### src/rtl/spi_master_fifo_wm.sv
// First-word-fall-through FIFO for the SPI master datapath with programmable
// almost-full/almost-empty watermarks and sticky overflow/underflow flags.
module spi_master_fifo_wm #(
    parameter int unsigned DATA_WIDTH       = 32,
    parameter int unsigned BUFFER_DEPTH     = 8,
    localparam int unsigned LOG_BUFFER_DEPTH = $clog2(BUFFER_DEPTH)
) (
    input  logic                        clk_i,
    input  logic                        rst_ni,
    input  logic                        clr_i,
    input  logic                        status_clr_i,
    input  logic                        valid_i,
    input  logic [DATA_WIDTH-1:0]       data_i,
    output logic                        ready_o,
    output logic [DATA_WIDTH-1:0]       data_o,
    output logic                        valid_o,
    input  logic                        ready_i,
    output logic [LOG_BUFFER_DEPTH:0]   elements_o,
    input  logic [LOG_BUFFER_DEPTH:0]   almost_full_thr_i,
    input  logic [LOG_BUFFER_DEPTH:0]   almost_empty_thr_i,
    output logic                        almost_full_o,
    output logic                        almost_empty_o,
    output logic                        overflow_o,
    output logic                        underflow_o
);

    localparam int unsigned CNT_W = LOG_BUFFER_DEPTH + 1;
    localparam logic [LOG_BUFFER_DEPTH-1:0] LAST_PTR = LOG_BUFFER_DEPTH'(BUFFER_DEPTH - 1);
    localparam logic [LOG_BUFFER_DEPTH-1:0] PTR_ONE  = LOG_BUFFER_DEPTH'(1);
    localparam logic [CNT_W-1:0]            FULL_CNT = CNT_W'(BUFFER_DEPTH);
    localparam logic [CNT_W-1:0]            CNT_ONE  = CNT_W'(1);

    logic [DATA_WIDTH-1:0]       mem_q [BUFFER_DEPTH];
    logic [DATA_WIDTH-1:0]       mem_d [BUFFER_DEPTH];
    logic [LOG_BUFFER_DEPTH-1:0] wr_ptr_q, wr_ptr_d;
    logic [LOG_BUFFER_DEPTH-1:0] rd_ptr_q, rd_ptr_d;
    logic [CNT_W-1:0]            count_q, count_d;
    logic                        overflow_q, overflow_d;
    logic                        underflow_q, underflow_d;

    logic full;
    logic empty;
    logic push;
    logic pop;

    always_comb begin
        full  = (count_q == FULL_CNT);
        empty = (count_q == '0);
        // A write while full is dropped even if a read frees a slot this cycle.
        push  = valid_i && !full;
        pop   = ready_i && !empty;

        mem_d    = mem_q;
        wr_ptr_d = wr_ptr_q;
        rd_ptr_d = rd_ptr_q;
        count_d  = count_q;

        if (clr_i) begin
            wr_ptr_d = '0;
            rd_ptr_d = '0;
            count_d  = '0;
        end else begin
            if (push) begin
                mem_d[wr_ptr_q] = data_i;
                wr_ptr_d = (wr_ptr_q == LAST_PTR) ? '0 : wr_ptr_q + PTR_ONE;
            end
            if (pop) begin
                rd_ptr_d = (rd_ptr_q == LAST_PTR) ? '0 : rd_ptr_q + PTR_ONE;
            end
            case ({push, pop})
                2'b10:   count_d = count_q + CNT_ONE;
                2'b01:   count_d = count_q - CNT_ONE;
                default: count_d = count_q;
            endcase
        end

        // Setting beats a same-cycle status clear so no event is ever lost.
        if (valid_i && full) begin
            overflow_d = 1'b1;
        end else if (status_clr_i) begin
            overflow_d = 1'b0;
        end else begin
            overflow_d = overflow_q;
        end

        if (ready_i && empty) begin
            underflow_d = 1'b1;
        end else if (status_clr_i) begin
            underflow_d = 1'b0;
        end else begin
            underflow_d = underflow_q;
        end
    end

    always_ff @(posedge clk_i or negedge rst_ni) begin
        if (!rst_ni) begin
            mem_q       <= '{default: '0};
            wr_ptr_q    <= '0;
            rd_ptr_q    <= '0;
            count_q     <= '0;
            overflow_q  <= 1'b0;
            underflow_q <= 1'b0;
        end else begin
            mem_q       <= mem_d;
            wr_ptr_q    <= wr_ptr_d;
            rd_ptr_q    <= rd_ptr_d;
            count_q     <= count_d;
            overflow_q  <= overflow_d;
            underflow_q <= underflow_d;
        end
    end

    assign ready_o        = (count_q != FULL_CNT);
    assign valid_o        = (count_q != '0);
    assign data_o         = mem_q[rd_ptr_q];
    assign elements_o     = count_q;
    assign almost_full_o  = (count_q >= almost_full_thr_i);
    assign almost_empty_o = (count_q <= almost_empty_thr_i);
    assign overflow_o     = overflow_q;
    assign underflow_o    = underflow_q;

endmodule

### config.mk
export PLATFORM = sky130hd
export DESIGN_NAME = spi_master_fifo_wm
export DESIGN_NICKNAME = d
export VERILOG_FILES = /design/src/rtl/spi_master_fifo_wm.sv
export SDC_FILE = /design/constraint.sdc
export NUM_CORES = 1
export LEC_CHECK = 0
export BUFFER_PORTS_ARGS = -buffer_cell sky130_fd_sc_hd__buf_2
export CORE_MARGIN = 1.5
export CORE_UTILIZATION = 35
export CTS_CLUSTER_SIZE = 16
export DETAILED_ROUTE_END_ITERATION = 7
export PLACE_DENSITY = 0.56
export SYNTH_ARGS = -nofsm -noshare
export SYNTH_HDL_FRONTEND = slang
export SYNTH_SLANG_ARGS = --single-unit
### constraint.sdc
create_clock -name clk_i -period 2.4 [get_ports clk_i]
set_clock_uncertainty 0.05 [all_clocks]
set_input_delay 0.12 -clock clk_i [delete_from_list [all_inputs] [get_ports clk_i]]
set_output_delay 0.12 -clock clk_i [all_outputs]
set_load 0.01 [all_outputs]
==> results.toml, run 1 <==
[outcome]
status = "finished with violations"
failed_checks = "negative setup slack"

[worst_setup_path]
crit_family = "multiplexers"
timing.rr.end = "mem_q[65]"
cp_slowest_cell = "mux4_2"
rrSetupSlack_ns = 0.21
cp_num_buf_inv = 3
crit_path_end_kind = "output port"
r2r-start = "elements_o[1]"
worstRegToRegCells = 7
cpPeakStageDelay_ns = 0.50
critPathArrivalTime_ns = 2.30
worstSetupPathType = "reg -> out"
start_kind = "register"
crit_chain = "buf_12, clkbuf_16, mux4_2, mux2_4, buf_6"
path_max_fanout = 8
required_ns = 2.23

[yosys]
yosys_warnings = 0
yosys.area.top_type = "dfrtp_1"
ys_seq_area_share_pct = 52.34
synth_top_area_share_pct = 52.34
synth_edf_count = 0
synthCells = 766
synth_area_leaders = "dfrtp_1, mux2_2, mux4_2"
async_reset_ff_share_pct = 100.0
ys_seq_elements = 268
syn_nets = 826
netlist_area_sq_um = 12810
synth_flop_cell = "dfrtp_1"
syn_area_per_cell_sq_um = 16.73
yosysUniqueCellTypes = 45

[timing]
fin_crit_sh_pct = 103.1
drv_slew = 0
worst_pin_slew_ns = 0.5506
fmax_mhz = 404.3
final-hold-violation-count = 0
finalCriticalPeriod_ns = 2.474
setup_viol = 32
slew_headroom_pct = 63.29
setup_slack_ns = -0.07354
fin_hold_ws_ns = 0.06575
rsz0062_at_grt = "yes"

[grt]
grt_max_degree = 64
overflow = 0
grt.total_usage_pct = 15.02
grt_first_pass_wirelength_um = 44860
antenna_found_initial = 0
grt_pass1_vias = 7652

[power_and_ir_drop]
p_leak_nw = 7.566
p_seq_share_pct = 36.2
p_comb_share_pct = 33.9
power_frac_clock_pct = 29.8
power.density_nw_per_um2 = 1085
p_switching_w = 0.004752
ir_drop_mv = 0.5336
p_int_w = 0.01249
swShare_pct = 27.56

[cells_and_area]
diodes = 0
fillers = 3166
layout.nets = 976
syn2layout_area_growth_pct = 24.06
drive_above_1_share_pct = 55.96
fin_cells = 1401
final_core_utilization_pct = 44.37

[routing]
routed_wl_um = 28110
avgViaCountPerCell = 5.007
vias = 7015
wl_per_cell_um = 20.06
dr.pass1.iters = 4
drtAntennaViolNets = 0
drc = 0
drt_iter0_markers = 237

[floorplan]
die_area_sq_um = 37760
core_sq_um = 35830
ios = 88
die_y_um = 194.3
num_rows = 69
start_util_pct = 35.76
die_w_um = 194.3

[clock_network]
clkLatencyLatePin_ns = 0.55
htreeDepth = 1
clk_path_buf_depth = 3
cts_sinks = 268
numCtsBuffers = 30
clk_pin_slew_ns = 0.06
clock_tree.root_cell = "clkbuf_16"
cts_tree = "built"

[placed_design]
hpwl_um = 16170
io_buffers = 87
gp_congestion = 0.7168
dp_slack_ns = 0.2715
dp_cells = 1295

[job]
drv_cap = 0

[worst_hold_path]
hold_class = "in -> async"
per-layer routing:
| layer | vias to the layer above | routed length (um) | track usage, % |
|---|---|---|---|
| met1 | 3730 | 13330 | 21.00 |
| met3 | 31 | 746 | 2.186 |
| met5 | - | 0 | 0 |
| li1 | 3178 | - | - |
| met2 | 76 | 13620 | 24.90 |
| met4 | 0 | 414 | 3.125 |
timing repair:
action	CTS	global route
endpoints found under the setup margin	33	34
buffers inserted	6	1
cloned	0	5
hold buffers	38	0
endpoints found under the hold margin	536	0
resized for setup	48	12
cell usage after synthesis (2+ instances only):
cell / count
a21oi_1: 11
buf_1: 3
buf_2: 9
buf_4: 8
buf_6: 13
buf_8: 3
clkbuf_1: 13
dfrtp_1: 268
ha_1: 14
inv_1: 10
mux2_1: 28
mux2_2: 183
mux2_4: 78
mux2i_1: 3
mux4_2: 64
nand2_1: 7
nand2_4: 2
nand2b_1: 4
nand3_1: 2
nand3b_4: 2
nor2_1: 7
nor2b_1: 4
nor3_1: 2
nor3b_4: 2
o21ai_0: 3
o22ai_1: 2
or3_1: 2
xnor2_1: 2
sequential cells by signal (all words and copies together), names as in the netlist:
name / count
elements_o: 4
overflow_o: 1
rd_ptr_q: 3
wr_ptr_q: 3
underflow_o: 1
mem_q: 256
stage by stage:
| step | setup TNS (ns) | cell area (sq um) | power, W |
|---|---|---|---|
| global placement | 0 | 13940 | 0.01118 |
| CTS | -1.689 | 15740 | 0.01725 |
| floorplan | 0 | 12810 | 0.009606 |
| global route | -3.297 | 15900 | 0.01821 |
| finish | -1.587 | 15900 | 0.01724 |
| detailed placement | 0 | 13940 | 0.01127 |
cell families (layout without fill, tap and decap cells):
group	after synthesis	in the layout	synth area share, %
xor+xnor	3	3	0.2051
mux	356	356	39.17
buf+inv	59	233	3.076
compound gates	21	21	1.016
simple gates	44	44	2.744
fa+ha+maj	15	15	1.445
flops	268	268	52.34
layout make-up:
class	instances	area [sq um]	area share, %
Tap cell	461	576.8	3.629
Clock inverter	18	286.5	1.803
Timing Repair Buffer	167	1622	10.20
Sequential cell	268	6715	42.25
Clock buffer	38	840.8	5.290
Multi-Input combinational cell	439	5817	36.59
Inverter	10	37.54	0.2361
worst max path at each step:
stage	slack [ns]	cells after the start	to	start
finish	-0.07	5	data_o[2]	rd_ptr_q[0]
global route	-0.12	5	data_o[0]	rd_ptr_q[0]
CTS	-0.08	5	data_o[19]	rd_ptr_q[0]
detailed placement	0.27	6	mem_q[65]	elements_o[2]
global placement	0.30	6	mem_q[69]	elements_o[2]
floorplan	0.14	10	elements_o[2]	elements_o[1]
power groups by stage:
stage	registers [W]	clock network, W	logic (W)
3_5_place_dp	0.00640	0	0.00487
3_3_place_gp	0.00638	0	0.00480
6_report	0.00625	0.00515	0.00585
4_1_cts	0.00625	0.00528	0.00572
5_1_grt	0.00640	0.00547	0.00634
2_1_floorplan	0.00614	0	0.00347
cell usage in the layout, fill, tap and decap left out, types with 3 or more instances in the layout:
cell type      instances
dfrtp_1              265
mux2_2               159
mux2_4               102
mux4_2                64
buf_2                 63
dlygate4sd3_1         38
clkbuf_16             34
mux2_1                28
buf_6                 26
buf_4                 16
buf_12                15
ha_1                  14
inv_1                 10
a21oi_1               10
nand2_1                7
nor2_1                 7
clkinv_2               7
bufinv_16              7
clkbuf_8               6
nand2b_1               4
nor2b_1                4
mux2i_1                3
buf_16                 3
Power figures use the tool's default switching activity.
==> run 2: changes to the inputs <==
--- a/config.mk
+++ b/config.mk
@@ -6,11 +6,11 @@
 export NUM_CORES = 1
 export LEC_CHECK = 0
 export BUFFER_PORTS_ARGS = -buffer_cell sky130_fd_sc_hd__buf_2
-export CORE_MARGIN = 1.5
-export CORE_UTILIZATION = 35
+export CORE_MARGIN = 3
+export CORE_UTILIZATION = 30
 export CTS_CLUSTER_SIZE = 16
 export DETAILED_ROUTE_END_ITERATION = 7
-export PLACE_DENSITY = 0.56
+export PLACE_DENSITY = 0.5
 export SYNTH_ARGS = -nofsm -noshare
 export SYNTH_HDL_FRONTEND = slang
 export SYNTH_SLANG_ARGS = --single-unit
==> run 2 against run 1 <==
Effect of this change:
- the flow still finishes with violations (negative setup slack)
- first-iteration DRC count unchanged
- critical path depth stayed put
- critical path type unchanged
- via count up 0.78%
- die area up 20%
- largest power group unchanged
- highest routed layer unchanged
==> results.toml, run 2 (synthesized netlist as in run 1, its figures left out) <==
[routing]
dr.pass1.iters = 4
routed_wl_um = 29210
wl_per_cell_um = 19.76
vias = 7070
drt_iter0_markers = 237
drtAntennaViolNets = 0
drc = 0
avgViaCountPerCell = 4.783

[floorplan]
ios = 88
start_util_pct = 30.48
core_sq_um = 42040
die_y_um = 212.7
num_rows = 75
die_w_um = 212.7
die_area_sq_um = 45220

[worst_setup_path]
crit_chain = "buf_12, clkbuf_16, mux4_2, mux2_4, buf_6"
crit_start = "rd_ptr_q[0]"
required_ns = 2.23
worstSetupPathType = "reg -> out"
cp_slowest_cell = "mux4_2"
crit_path_end_kind = "output port"
r2r-start = "elements_o[1]"
cp_num_buf_inv = 3
cpPeakStageDelay_ns = 0.53
start_kind = "register"
path_max_fanout = 8
crit_family = "multiplexers"
critPathArrivalTime_ns = 2.29

[cells_and_area]
register_area_sq_um = 6715
syn2layout_area_growth_pct = 22.90
post-route-cell-area_sq_um = 15750
final_cell_mix = "dfrtp_1, mux2_2, mux2_4"
drive_above_1_share_pct = 54.95
largest_register_ffs = 256
fillers = 3979
diodes = 0
fin_cells = 1478
final_common_cell = "dfrtp_1"
final_core_utilization_pct = 37.46
multi_input_area_sq_um = 5798
largest_register = "mem_q"
layout.nets = 982

[timing]
rsz0062_at_grt = "yes"
setup_tns_ns = -0.6624
slew_headroom_pct = 59.53
finalCriticalPeriod_ns = 2.456
setup_viol = 22
fmax_mhz = 407.1
drv_slew = 0
final-hold-violation-count = 0
worst_pin_slew_ns = 0.6071
setup_slack_ns = -0.05616
fin_crit_sh_pct = 102.3

[grt]
grt_pass1_vias = 7632
overflow = 0
grt_max_degree = 69
antenna_found_initial = 0
grt.total_usage_pct = 12.88
grt_first_pass_wirelength_um = 46130

[placed_design]
place_area_sq_um = 14040
gp_congestion = 0.6799
dp_cells = 1374
hpwl_um = 17710
io_buffers = 87

[clock_network]
numCtsBuffers = 30
cts_tree = "built"
clk_path_buf_depth = 3
clk_pin_slew_ns = 0.06
htreeDepth = 1
clock_tree.root_cell = "clkbuf_16"
clkLatencyLatePin_ns = 0.56
cts_sinks = 268

[outcome]
failed_checks = "negative setup slack"
status = "finished with violations"

[power_and_ir_drop]
ir_drop_mv = 0.5867
p_leak_nw = 7.457
power.density_nw_per_um2 = 1027

[worst_hold_path]
hold_class = "in -> async"

[job]
drv_cap = 0
==> run 2: per-layer routing <==
| layer | share of wire, % | routed length, um | global-route usage, % |
|---|---|---|---|
| met5 | 0 | 0 | 0 |
| met4 | 2.0 | 592 | 2.684 |
| met3 | 2.4 | 698 | 1.734 |
| met2 | 48 | 13910 | 21.06 |
| met1 | 48 | 14000 | 18.49 |
==> run 2: path summary, 6_finish.rpt <==
check                         endpoint  slack [ns]  cells past startpoint
max                          data_o[3]       -0.06                      5
min                         mem_q[112]        0.11                      2
max reg2reg                  mem_q[89]        0.20                      7
min reg2reg                 mem_q[219]        0.43                      1
max in group asynchronous   mem_q[185]        1.42                      3
min in group clk_i         underflow_o        0.28                      3
==> run 2: layout make-up <==
class	instances	share of cell area [%]
multi-input combinational	439	36.82
clock inverter	5	0.2304
clock buffer	44	5.356
inverter	10	0.2384
tap	539	4.283
timing repair buffer	173	10.43
sequential	268	42.65
==> run 2: through the flow <==
step	hold slack, ns	power [W]	setup slack, ns
after floorplan	-0.2256	0.009606	0.1375
after global placement	0.09635	0.01121	0.2721
after detailed placement	0.09870	0.01126	0.2540
after CTS	0.1028	0.01591	-0.1005
after global routing	0.1467	0.01723	-0.1221
final	0.1134	0.01617	-0.05616
==> run 2: power by group <==
group          switching [W]  internal (W)
clock network        0.00178       0.00240
registers           0.000575       0.00565
logic                0.00224       0.00351
==> run 2: what timing repair did <==
item | 4_1_cts | 5_1_grt
hold buffers | 38 | 0
hold endpoints to repair | 365 | 0
cloned | 0 | 6
endpoints found under the setup margin | 33 | 34
pin swaps | 0 | 1
gates resized for setup | 21 | 30
buffers inserted | 1 | 10
==> run 2: worst register-to-register path: stages (launching register included) <==
cell and delay, ns:
dfrtp_1 0.37, buf_4 0.14, nor3_4 0.27, nand2_4 0.11
and4b_1 0.34, nand3b_4 0.14, buf_12 0.28, mux2_2 0.38
